**config.mk**
```make
export PLATFORM = sky130hd
export DESIGN_NAME = wys_1780_3_seq_ctrl
export DESIGN_NICKNAME = d
export VERILOG_FILES = /design/src/rtl/wys_seq_pkg.sv /design/src/rtl/wys_seq_prescaler.sv /design/src/rtl/wys_1780_3_seq_ctrl.sv
export SDC_FILE = /design/constraint.sdc
export NUM_CORES = 1
export LEC_CHECK = 0
export ABC_AREA = 0
export CAP_MARGIN = 20
export CORE_ASPECT_RATIO = 0.7
export CORE_MARGIN = 2
export CORE_UTILIZATION = 50
export DETAILED_ROUTE_END_ITERATION = 6
export HOLD_SLACK_MARGIN = 0.12
export PLACE_DENSITY = 0.71
export SLEW_MARGIN = 10
export SYNTH_ARGS = -nofsm -noshare
export SYNTH_HDL_FRONTEND = slang
export SYNTH_SLANG_ARGS = --single-unit
```
**constraint.sdc**
```tcl
create_clock -name clk -period 2.3 [get_ports clk]
set_input_delay 0.345 -clock clk [delete_from_list [all_inputs] [get_ports clk]]
set_output_delay 0.345 -clock clk [all_outputs]
set_load 0.05 [all_outputs]
```
**src/rtl/wys_seq_pkg.sv**
```systemverilog
// ============================================================================
// wys_seq_pkg : shared state encoding and step constants for the sweep sequencer
// Revision    : 1.0
// ============================================================================
`default_nettype none

package wys_seq_pkg;

    localparam int Q_W = 3;
    localparam logic [Q_W-1:0] LAST_STEP = 3'd6;

    typedef enum logic [1:0] {
        ST_IDLE = 2'd0,
        ST_UP   = 2'd1,
        ST_DOWN = 2'd2
    } seq_state_t;

endpackage

`default_nettype wire

```
**src/rtl/wys_seq_prescaler.sv**
```systemverilog
// ============================================================================
// wys_seq_prescaler : divides clk by DIV, one-cycle tick at count DIV-1
// Revision          : 1.0
// ============================================================================
`default_nettype none

module wys_seq_prescaler #(
    parameter int DIV   = 12_500_000,
    parameter int DIV_W = 24
) (
    input  logic clk,
    input  logic rst,
    input  logic en_i,
    output logic tick_o
);

    logic [DIV_W-1:0] cnt_q;

    assign tick_o = en_i && (cnt_q == DIV_W'(DIV - 1));

    // Disabling the prescaler clears it so every sweep starts a full dwell.
    always_ff @(posedge clk) begin
        if (rst || !en_i) begin
            cnt_q <= '0;
        end else if (tick_o) begin
            cnt_q <= '0;
        end else begin
            cnt_q <= cnt_q + DIV_W'(1);
        end
    end

endmodule

`default_nettype wire

```
**src/rtl/wys_1780_3_seq_ctrl.sv**
```systemverilog
// ============================================================================
// wys_1780_3_seq_ctrl : step-index sequencer for the 6-lamp sweep decoder
//                       (single, loop, stop; ping-pong with WYS_SEQ_PINGPONG_EN)
// Revision            : 1.0
// ============================================================================
`default_nettype none

module wys_1780_3_seq_ctrl
    import wys_seq_pkg::*;
#(
    parameter int             DIV   = 12_500_000,
    parameter int             DIV_W = 24,
    parameter logic [Q_W-1:0] LAST  = LAST_STEP
) (
    input  logic           clk,
    input  logic           rst,
    input  logic           start_i,
    input  logic           stop_i,
    input  logic           loop_i,
    input  logic           pp_i,
    output logic [Q_W-1:0] q_o,
    output logic           busy_o,
    output logic           step_o,
    output logic           done_o
);

    seq_state_t     state_q, state_d;
    logic [Q_W-1:0] q_q, q_d;
    logic           busy_q, busy_d;
    logic           step_q, step_d;
    logic           done_q, done_d;
    logic           loop_q, loop_d;
    logic           w_tick;
    logic           w_pre_en;

`ifdef WYS_SEQ_PINGPONG_EN
    logic           pp_q, pp_d;
`else
    logic           w_unused_pp;
    assign w_unused_pp = pp_i;
`endif

    // Clearing on stop lets the prescaler restart from zero on the same edge.
    assign w_pre_en = (state_q != ST_IDLE) && !stop_i;

    wys_seq_prescaler #(
        .DIV   (DIV),
        .DIV_W (DIV_W)
    ) u_prescaler (
        .clk    (clk),
        .rst    (rst),
        .en_i   (w_pre_en),
        .tick_o (w_tick)
    );

    always_comb begin
        state_d = state_q;
        q_d     = q_q;
        step_d  = 1'b0;
        done_d  = 1'b0;
        loop_d  = loop_q;
`ifdef WYS_SEQ_PINGPONG_EN
        pp_d    = pp_q;
`endif
        case (state_q)
            ST_IDLE: begin
                q_d = '0;
                if (start_i && !stop_i) begin
                    state_d = ST_UP;
                    loop_d  = loop_i;
`ifdef WYS_SEQ_PINGPONG_EN
                    pp_d    = pp_i;
`endif
                end
            end
            ST_UP: begin
                if (stop_i) begin
                    state_d = ST_IDLE;
                    q_d     = '0;
                end else if (w_tick) begin
                    if (q_q < LAST) begin
                        q_d    = q_q + Q_W'(1);
                        step_d = 1'b1;
`ifdef WYS_SEQ_PINGPONG_EN
                    end else if (pp_q) begin
                        state_d = ST_DOWN;
                        q_d     = LAST - Q_W'(1);
                        step_d  = 1'b1;
`endif
                    end else if (loop_q) begin
                        q_d    = '0;
                        step_d = 1'b1;
                    end else begin
                        state_d = ST_IDLE;
                        q_d     = '0;
                        done_d  = 1'b1;
                    end
                end
            end
`ifdef WYS_SEQ_PINGPONG_EN
            ST_DOWN: begin
                if (stop_i) begin
                    state_d = ST_IDLE;
                    q_d     = '0;
                end else if (w_tick) begin
                    if (q_q != '0) begin
                        q_d    = q_q - Q_W'(1);
                        step_d = 1'b1;
                    end else if (loop_q) begin
                        state_d = ST_UP;
                        q_d     = Q_W'(1);
                        step_d  = 1'b1;
                    end else begin
                        state_d = ST_IDLE;
                        q_d     = '0;
                        done_d  = 1'b1;
                    end
                end
            end
`endif
            default: begin
                state_d = ST_IDLE;
                q_d     = '0;
            end
        endcase
        busy_d = (state_d != ST_IDLE);
    end

    always_ff @(posedge clk) begin
        if (rst) begin
            state_q <= ST_IDLE;
            q_q     <= '0;
            busy_q  <= 1'b0;
            step_q  <= 1'b0;
            done_q  <= 1'b0;
            loop_q  <= 1'b0;
`ifdef WYS_SEQ_PINGPONG_EN
            pp_q    <= 1'b0;
`endif
        end else begin
            state_q <= state_d;
            q_q     <= q_d;
            busy_q  <= busy_d;
            step_q  <= step_d;
            done_q  <= done_d;
            loop_q  <= loop_d;
`ifdef WYS_SEQ_PINGPONG_EN
            pp_q    <= pp_d;
`endif
        end
    end

    assign q_o    = q_q;
    assign busy_o = busy_q;
    assign step_o = step_q;
    assign done_o = done_q;

endmodule

`default_nettype wire

```
== Word level (Yosys, flattened, before mapping) ==
Index checks and enable logic that the tools add are counted.
Word-level totals
  bits in registers: 33
  latch bits: 0
  bits in writable memories: 0
  memory bits (read-only): 0
  input port bits: 6
  output and inout port bits: 6
  word-level logic and storage cells: 38
  memories: 0
Operators by class
  add/subtract/negate cells: 2
  multiply operators: 0
  div/mod/pow operators: 0
  magnitude comparators: 1
  equality and inequality tests: 2
  shift operators: 0
  mux-type cells: 10
  bitwise logic cells: 2
  reduce and logical (&&, ||, !) cells: 14
Operator list (count)
  $add 24x1->24 const B: 1
  $eq 24x24->1 const B: 1
  $mux 2: 5
  $reduce_or 5->1: 1
  $pmux 2 s2: 1
  $reduce_bool 2->1: 2
  $reduce_or 4->1: 1
  $add 3x1->3 const B: 1
  $logic_and 1x1->1: 3
  $lt 3x3->1 const B: 1
  $mux 1: 3
  $mux 3: 1
  $reduce_or 3->1: 1
  $eq 2x1->1 const B: 1
  $logic_not 1->1: 2
  $logic_not 2->1: 1
  $not 1->1: 2
  $reduce_and 2->1: 1
  $reduce_or 2->1: 1
  $logic_or 1x1->1: 1

== Depth between registers and ports, before layout ==
Gate-level depths: netlist of run 1.
  depth in word-level cells: 7
  gate-level depth with buffers: 6
  mapped depth without buffers: 5

== Modules after synthesis ==
From an unflattened synthesis of run 1, not the netlist that was laid out.
Second synthesis, totals
  cells, all modules: 167
  area total of the unflattened synthesis: 1457.6 um^2
By module, submodules not included
  wys_seq_prescaler: instances 1, cells an instance 131, area each 1118.6 um^2, seq. area each 480.5 um^2
  wys_1780_3_seq_ctrl: instances 1, cells an instance 36, area each 339.1 um^2, seq. area each 180.2 um^2

== Least setup slack after synthesis of run 1 ==
No wires, ideal clock.
  path type: register -> register
  start point: register u_prescaler.cnt_q[0]
  end point: register u_prescaler.cnt_q[3]
  library setup time: 118 ps
  arrival time: 1516 ps
  required time: 2182 ps
  setup slack: 666 ps
  stages on the path, launching flop included: 7
  buffers on the path: 1
  clock period less this slack: 1634 ps
  cell sequence: dfxtp_1 -> ha_1 -> and4_2 -> nand4_1 -> o21ai_0 -> buf_2 -> nor2_1
Between the ends
  word-level cells in the longest chain between the ends: 3
  elaborated cells on any way between the ends: 4
  those cells by class: add/sub: 1; eq/ne: 1; reduce/logical: 2
Ends and longest elaborated chain
  start: declaration: RTL line wys_seq_prescaler.sv:17  | logic [DIV_W-1:0] cnt_q;
  start signal: assignment: RTL line wys_seq_prescaler.sv:28  | cnt_q <= cnt_q + DIV_W'(1);
  parallel branches: the longest is 3 deep, another holds $add 24x1->24
Several ways; the timed one is not identified.
A chain may end at the register's enable or synchronous reset.

== Final worst setup path of run 1 ==
  start point: register u_prescaler.cnt_q[10]
  end point: register u_prescaler.cnt_q[23]
The elaborated chain is that of the path after synthesis.

==> metrics.md, run 1 <==
| Metric | Value |
|---|---|
| Crit-path max cell delay | 0.59 ns |
| Number of remaining DRC errors | 0 |
| Multi-input gate area | 806 um2 |
| Detail Placement HPWL | 2.36 mm |
| Yosys warns | 0 |
| Slew Limit Headroom | 66.7% |
| Io pins | 12 |
| Antenna violations before repair | 0 |
| Non-filler cells, final | 223 |
| R2R Setup Slk | 0.37 ns |
| # port buffers | 10 |
| Syn Nets | 181 |
| Routed wire length | 3.21 mm |
| CTS tree | done |
| CP Cell Sequence | and4_1 > nand4_1 > or4_1 > a21oi_1 |
| Die area | 3500 um2 |
| Chip width | 69.9 um |
| Share of cells above drive strength 1 | 6.95% |
| Worst Path Max Fanout | 12 |
| CTS H-tree lvls | 2 |
| Worst min-delay path category | reg -> reg |
| Fmax | 517 MHz |
| PwrDens | 659 nW/um2 |
| R2R cell count | 4 |
| Overall Power | 0.00117 W |
| Post-synth EDFFs | 0 |
| Post-CTS Setup Bufs | 0 |
| GRT Util Overall | 20.8% |
| Fill cell count | 247 |
| Crit-path slowest cell | or4_1 |
| Post-DP Area | 1650 um2 |
| CTS Buf Count | 5 |
| # clock sinks | 33 |
| Max-Cap Viols | 0 |
| Seq/Total Area, Yosys | 43.5% |
| Yosys reg bits | 33 |
| Synthesized instance count | 173 |
| Global-route wire length before repair | 5.74 mm |
| Leak Pwr | 0.528 nW |
| Post-Layout Inst Area | 1770 um2 |
| Crit end category | flip-flop |
| Library cells used by synthesis | 35 |
| Worst Hold Depth | 2 |
| Hold buffer count at CTS | 0 |
| Diode count | 0 |
| Via count | 1,317 |
| Clock-pin slew on the worst setup and hold paths | 0.07 ns |
| Hold Crit Start | u_prescaler.cnt_q[23] |
| Critical Path Source Type | flip-flop |
| Post-route core utilization | 62.3% |
| Rows | 16 |
| Layout area overhead | 16.7% |
| Starting Density | 53.4% |
| Die Ht | 50.1 um |
| WL/cell | 14.4 um |
| RSZ-0062 raised after global routing | no |
| Grt ovf | 0 |
| CP Class | reg -> reg |
| Post-route ant nets | 0 |
| Worst Clk Skew | 0.00645 ns |
| Final setup TNS | 0 ns |
| DP Cell Count | 215 |
| Clock Tree Root | clkbuf_8 |
| Worst vdd ir | 323 uV |
| RR Endpoint | u_prescaler.cnt_q[23] |
| Worst-skew pair later-pin latency | 0.28 ns |
| Max clock buf depth | 2 |
| Nets | 194 |
| Worst flop-to-flop path startpoint | u_prescaler.cnt_q[10] |
| Slew at the pin closest to its max-slew limit | 0.498 ns |
| Bufs and invs on worst path | 0 |
| Hold endpoint | u_prescaler.cnt_q[23] |
| Via density | 5.91 |
| Fin. max-slew vios | 0 |
| Main synth FF type | dfxtp_1 |
| Post-CTS Resized | 0 |
| Synth async-reset ratio | 0% |
| Initial DRT Pass Iterations | 4 |
| Cell Area, Synth | 1520 um2 |
| Data required time of the worst path | 2.52 ns |
| # setup viols final | 0 |
| Core Area | 2840 um2 |
| Min Tclk post-route | 1.93 ns |
| Avg Inst Size Synth | 8.77 um2 |
| Final period utilization | 84.0% |
| Final Hold Fails | 0 |
| Worst path arrival time | 2.15 ns |
| Vias in the first global route | 1,282 |
| Largest net degree at the start of global routing | 22 |
| Outcome | complete, no violations |
| Reg area | 661 um2 |
| Initial drt markers | 111 |
| RD Place Congestion | 0.912 |
| CP top delay family | simple AND/OR/NAND/NOR gates |
==> layout make-up <==
type	instances	share of cell area, %
Clock buffer	7	4.88
Clock inverter	1	1.70
Multi-Input combinational cell	130	45.5
Inverter	4	0.848
Tap cell	36	2.54
Timing Repair Buffer	12	7.21
Sequential cell	33	37.3
==> Yosys cell counts (all sizes together), types with 5 or more instances <==
master  instances  area share, %
dfxtp          33             44
nor2           22            5.4
a21oi          12            4.2
nand4          10            4.5
xnor2          10            5.8
nand3           9            3.0
nand2           8            2.0
nor4            7            2.9
o31ai           7            3.5
or4             7            3.7
buf             6            2.4
nor3            6            2.0
o21ai           5            1.6
==> stage by stage <==
| stage | hold WS [ns] | setup WS, ns |
|---|---|---|
| 2_1_floorplan | 0.417 | 0.666 |
| 3_3_place_gp | 0.456 | 0.231 |
| 3_5_place_dp | 0.474 | 0.221 |
| 4_1_cts | 0.482 | 0.382 |
| 5_1_grt | 0.510 | 0.223 |
| 6_report | 0.483 | 0.367 |
==> worst register-to-register path: stages (launching register included) <==
cell	delay, ns
dfxtp_1	0.42
and4_1	0.30
nand4_1	0.39
or4_1	0.59
a21oi_1	0.16
==> where the power goes <==
part | switching (W) | internal [W] | leakage, nW
logic | 0.0000150 | 0.0000136 | 0.203
registers | 0.00000317 | 0.000575 | 0.266
clock network | 0.000208 | 0.000353 | 0.0585
total | 0.000226 | 0.000942 | 0.528
==> logic make-up (layout without fill, tap and decap cells) <==
kind of cell	after synthesis	count (layout)	share of synthesized area [%]
muxes	1	1	0.660
adders and majority gates	2	2	1.65
DFF	33	33	43.5
xor gates and xnor gates	14	14	8.08
buffers and inverters	10	24	3.38
other	1	1	0.247
and+or+nand+nor	84	84	31.2
AOI/OAI and AO/OA	28	28	11.3
==> per-layer routing <==
| metal | vias to the layer above | track usage [%] | share of wire [%] |
|---|---|---|---|
| li1 | 664 | - | - |
| met1 | 629 | 27.7 | 51 |
| met2 | 21 | 32.1 | 45 |
| met3 | 3 | 6.34 | 4.0 |
| met4 | 0 | 7.05 | 0.75 |
| met5 | - | 0 | 0 |
==> worst max-delay path by stage <==
stage / endpoint / cells past startpoint / startpoint
after CTS: u_prescaler.cnt_q[23] / 4 / u_prescaler.cnt_q[10]
after detailed placement: done_o / 5 / stop_i
after global placement: done_o / 5 / stop_i
after global routing: u_prescaler.cnt_q[23] / 4 / u_prescaler.cnt_q[10]
final: u_prescaler.cnt_q[23] / 4 / u_prescaler.cnt_q[10]
after floorplan: u_prescaler.cnt_q[3] / 6 / u_prescaler.cnt_q[0]
==> state kept, by name (all words and copies together) (netlist names) <==
| name | count |
|---|---|
| loop_q | 1 |
| q_o | 3 |
| step_o | 1 |
| state_q | 2 |
| busy_o | 1 |
| u_prescaler.cnt_q | 24 |
| done_o | 1 |
==> layout by cell type (no fill, tap or decap), types with 2 or more instances in the layout <==
master and count:
o21ai_0 4, nand2_1 8, xor2_1 4, a21oi_1 11
o31ai_1 7, or4_1 6, dfxtp_1 33, inv_1 4
and2_1 3, nor4b_1 2, nor2_1 22, and4_1 3
clkbuf_8 6, clkdlybuf4s50_1 10, ha_1 2, nor3_1 6
or3_1 2, nand3_1 9, nand4_1 9, xnor2_1 10
nor4_1 7
(Power assumes the default switching activity.)
==> run 2, diff against run 1 <==
PLACE_DENSITY = 0.74   (was 0.71)
clock period = 1.6 ns   (was 2.3 ns; I/O delays follow)
==> run 2 against run 1 <==
  * Power rose by 30%
  * Critical endpoint is now u_prescaler.cnt_q[8]
  * Fmax rose by 20%
  * Sequential cell count did not move
  * Largest power group unchanged
  * Largest cell class unchanged
  * Combinational power rose by 140%
  * Design area rose by 22%
  * The run now ends with setup timing left
  * Non-clock buffer count rose by 40
  * Wire length rose by 31%
  * Via count rose by 16%
  * Cell count rose by 18%
  * Clock-buffer cell count fell by 1
  * Setup slack got worse by 0.38 ns
==> metrics.md, run 2 (synthesis results as in run 1) <==
| Metric | Value |
|---|---|
| Final hold slack | 0.486 ns (+0.00253 ns) |
| Die area | 3500 um2 (unchanged) |
| GRT Util Overall | 24.0% (+3.3 points) |
| Hold Crit Start | u_prescaler.cnt_q[23] |
| Internal power | 0.00117 W (+24%) |
| Chip width | 69.9 um (unchanged) |
| Worst-skew pair later-pin latency | 0.29 ns (about the same) |
| Reg area | 669 um2 (+1.3%) |
| Starting Density | 53.4% (unchanged) |
| Failing checks | setup timing |
| Biggest register | u_prescaler.cnt_q |
| Commonest non-fill, non-tap cell in the layout | buf_4 |
| R2R cell count | 8 (+4) |
| CP top delay family | simple AND/OR/NAND/NOR gates |
| Final Hold Fails | 0 (unchanged) |
| # port buffers | 10 (unchanged) |
| # clock sinks | 33 (unchanged) |
| RD Place Congestion | 0.893 (-2.1%) |
| Initial DRT Pass Iterations | 4 (unchanged) |
| CTS H-tree lvls | 2 (unchanged) |
| Post-DP Area | 1880 um2 (+14%) |
| Worst flop-to-flop path startpoint | u_prescaler.cnt_q[0] |
| Initial drt markers | 91 (-18%) |
| Most frequent cells in the layout | buf_4, dfxtp_1, nor2_1 |
| Data required time of the worst path | 1.79 ns (-0.73 ns) |
| Worst path arrival time | 1.80 ns (-0.35 ns) |
| Layout area overhead | 42.1% |
| DP Cell Count | 247 (+15%) |
| Vias in the first global route | 1,369 (+6.8%) |
| WL/cell | 16.0 um (+11%) |
| Via density | 5.83 (-1.3%) |
| # setup viols final | 5 (+5) |
| Grt ovf | 0 (unchanged) |
| Global-route wire length before repair | 6.33 mm (+10%) |
| Post-Layout Inst Area | 2160 um2 (+22%) |
| Worst min-delay path category | reg -> reg |
| Rows | 16 (unchanged) |
| Sw power | 0.000348 W (+54%) |
| RSZ-0062 raised after global routing | yes |
| Worst Path Max Fanout | 5 (-7) |
| Fmax | 621 MHz (+20%) |
| CTS tree | done |
| Bufs and invs on worst path | 3 (+3) |
| RR Endpoint | u_prescaler.cnt_q[8] |
| Clock power frac | 40.5% (-7.5 points) |
| Core Area | 2840 um2 (unchanged) |
| Max reg flops | 24 (unchanged) |
| Via count | 1,533 (+16%) |
| Hold endpoint | u_prescaler.cnt_q[23] |
| Nets | 234 (+21%) |
| Io pins | 12 (unchanged) |
| Die Ht | 50.1 um (unchanged) |
| Min Tclk post-route | 1.61 ns (-0.322 ns) |
| Post-route ant nets | 0 (unchanged) |
| Fill cell count | 199 (-19%) |
| Multi-input gate area | 898 um2 (+11%) |
| Cell mode on critical path | buf_6 |
| Detail Placement HPWL | 2.65 mm (+12%) |
| PwrDens | 702 nW/um2 (+6.4%) |
| Hold buffer count at CTS | 0 (unchanged) |
| R2R Setup Slk | -0.01 ns (-0.38 ns) |
| Worst Hold Depth | 2 (unchanged) |
| Number of remaining DRC errors | 0 (unchanged) |
| Sequential power share | 54.9% (+5.4 points) |
| Largest net degree at the start of global routing | 13 (-41%) |
| Outcome | complete, but fails checks |
| Fin worst setup slack | -0.0106 ns (-0.378 ns) |
| Clock Tree Root | clkbuf_8 |
| Max clock buf depth | 2 (unchanged) |
| Gate power share | 4.6% (+2.1 points) |
| Crit-path max cell delay | 0.36 ns (-0.23 ns) |
| Place WS | -0.292 ns (-0.513 ns) |
| CP Cell Sequence | ha_4 > and4_4 > buf_6 > nand4_1 > o21ai_2 > buf_6 > clkbuf_16 > nor2_1 |
| Max-Cap Viols | 0 (unchanged) |
| Leak Pwr | 0.750 nW (+42%) |
| CP Class | reg -> reg |
| Crit-path slowest cell | dfxtp_2 |
| CTS Buf Count | 5 (unchanged) |
| Worst Clk Skew | 0.00813 ns (+0.00168 ns) |
| Antenna violations before repair | 0 (unchanged) |
| Switching portion of total power | 23.0% (+3.6 points) |
| Final period utilization | 101% (+17 points) |
| Crit end category | flip-flop |
| Non-filler cells, final | 263 (+18%) |
| Worst vdd ir | 553 uV (+71%) |
| Routed wire length | 4.20 mm (+31%) |
| Share of cells above drive strength 1 | 36.6% (+30 points) |
| Fin. max-slew vios | 0 (unchanged) |
| Diode count | 0 (unchanged) |
| Critical Path Source Type | flip-flop |
| Post-route core utilization | 75.9% (+14 points) |
| Clock-pin slew on the worst setup and hold paths | 0.07 ns (about the same) |
[run 2: cell count changes in the layout (fill, tap and decap cells not counted), sizes merged]
cell and change:
clkdlybuf4s50 -6, bufinv -1, clkinv +2, buf +45
[run 2: area by class of cell]
class	count	area share (%)
repair buffers	52	20.7
clock buffers	6	3.36
clock inverters	2	0.464
well taps	36	2.09
multi-input cells	130	41.6
inverters	4	0.696
flip-flops and latches	33	31.0
[run 2: layer usage]
layer	GRT usage [%]	vias to the layer above	wire, um
li1	-	745	-
met1	31.1	720	1920
met2	35.4	55	1940
met3	5.52	13	205
met4	17.0	0	146
met5	0	-	0
[run 2: what timing repair did]
action,4_1_cts,5_1_grt
endpoints found under the hold margin,0,0
buffers inserted,1,5
endpoints found under the setup margin,26,31
pin swaps,3,11
gates cloned,1,2
gates resized for setup,10,22
[run 2: worst register-to-register path, stage by stage (launching register included)]
cell and delay [ns]:
dfxtp_2 0.36, ha_4 0.14, and4_4 0.25, buf_6 0.10, nand4_1 0.13, o21ai_2 0.19, buf_6 0.15, clkbuf_16 0.14
nor2_1 0.04
[run 2: worst max path at each step]
stage,slack (ns),start,cells after the start,endpoint
after floorplan,-0.006,u_prescaler.cnt_q[0],5,u_prescaler.cnt_q[22]
after global placement,-0.22,stop_i,5,done_o
after detailed placement,-0.29,stop_i,5,done_o
after CTS,-0.009,u_prescaler.cnt_q[0],7,u_prescaler.cnt_q[10]
after global routing,-0.04,u_prescaler.cnt_q[7],5,u_prescaler.cnt_q[19]
final,-0.01,u_prescaler.cnt_q[0],8,u_prescaler.cnt_q[8]
[run 2: through the flow]
step,setup TNS [ns],total power (W)
6_report,-0.0272,0.00151
5_1_grt,-0.411,0.00158
3_3_place_gp,-5.99,0.000900
3_5_place_dp,-6.95,0.000902
4_1_cts,-0.0580,0.00152
2_1_floorplan,-0.0126,0.000868
[run 2: power groups by stage]
stage / sequential (W) / combinational (W) / clock [W]
2_1_floorplan: 0.000851 / 0.0000164 / 0
3_3_place_gp: 0.000848 / 0.0000514 / 0
3_5_place_dp: 0.000849 / 0.0000534 / 0
4_1_cts: 0.000831 / 0.0000652 / 0.000622
5_1_grt: 0.000831 / 0.0000733 / 0.000673
6_report: 0.000832 / 0.0000690 / 0.000613
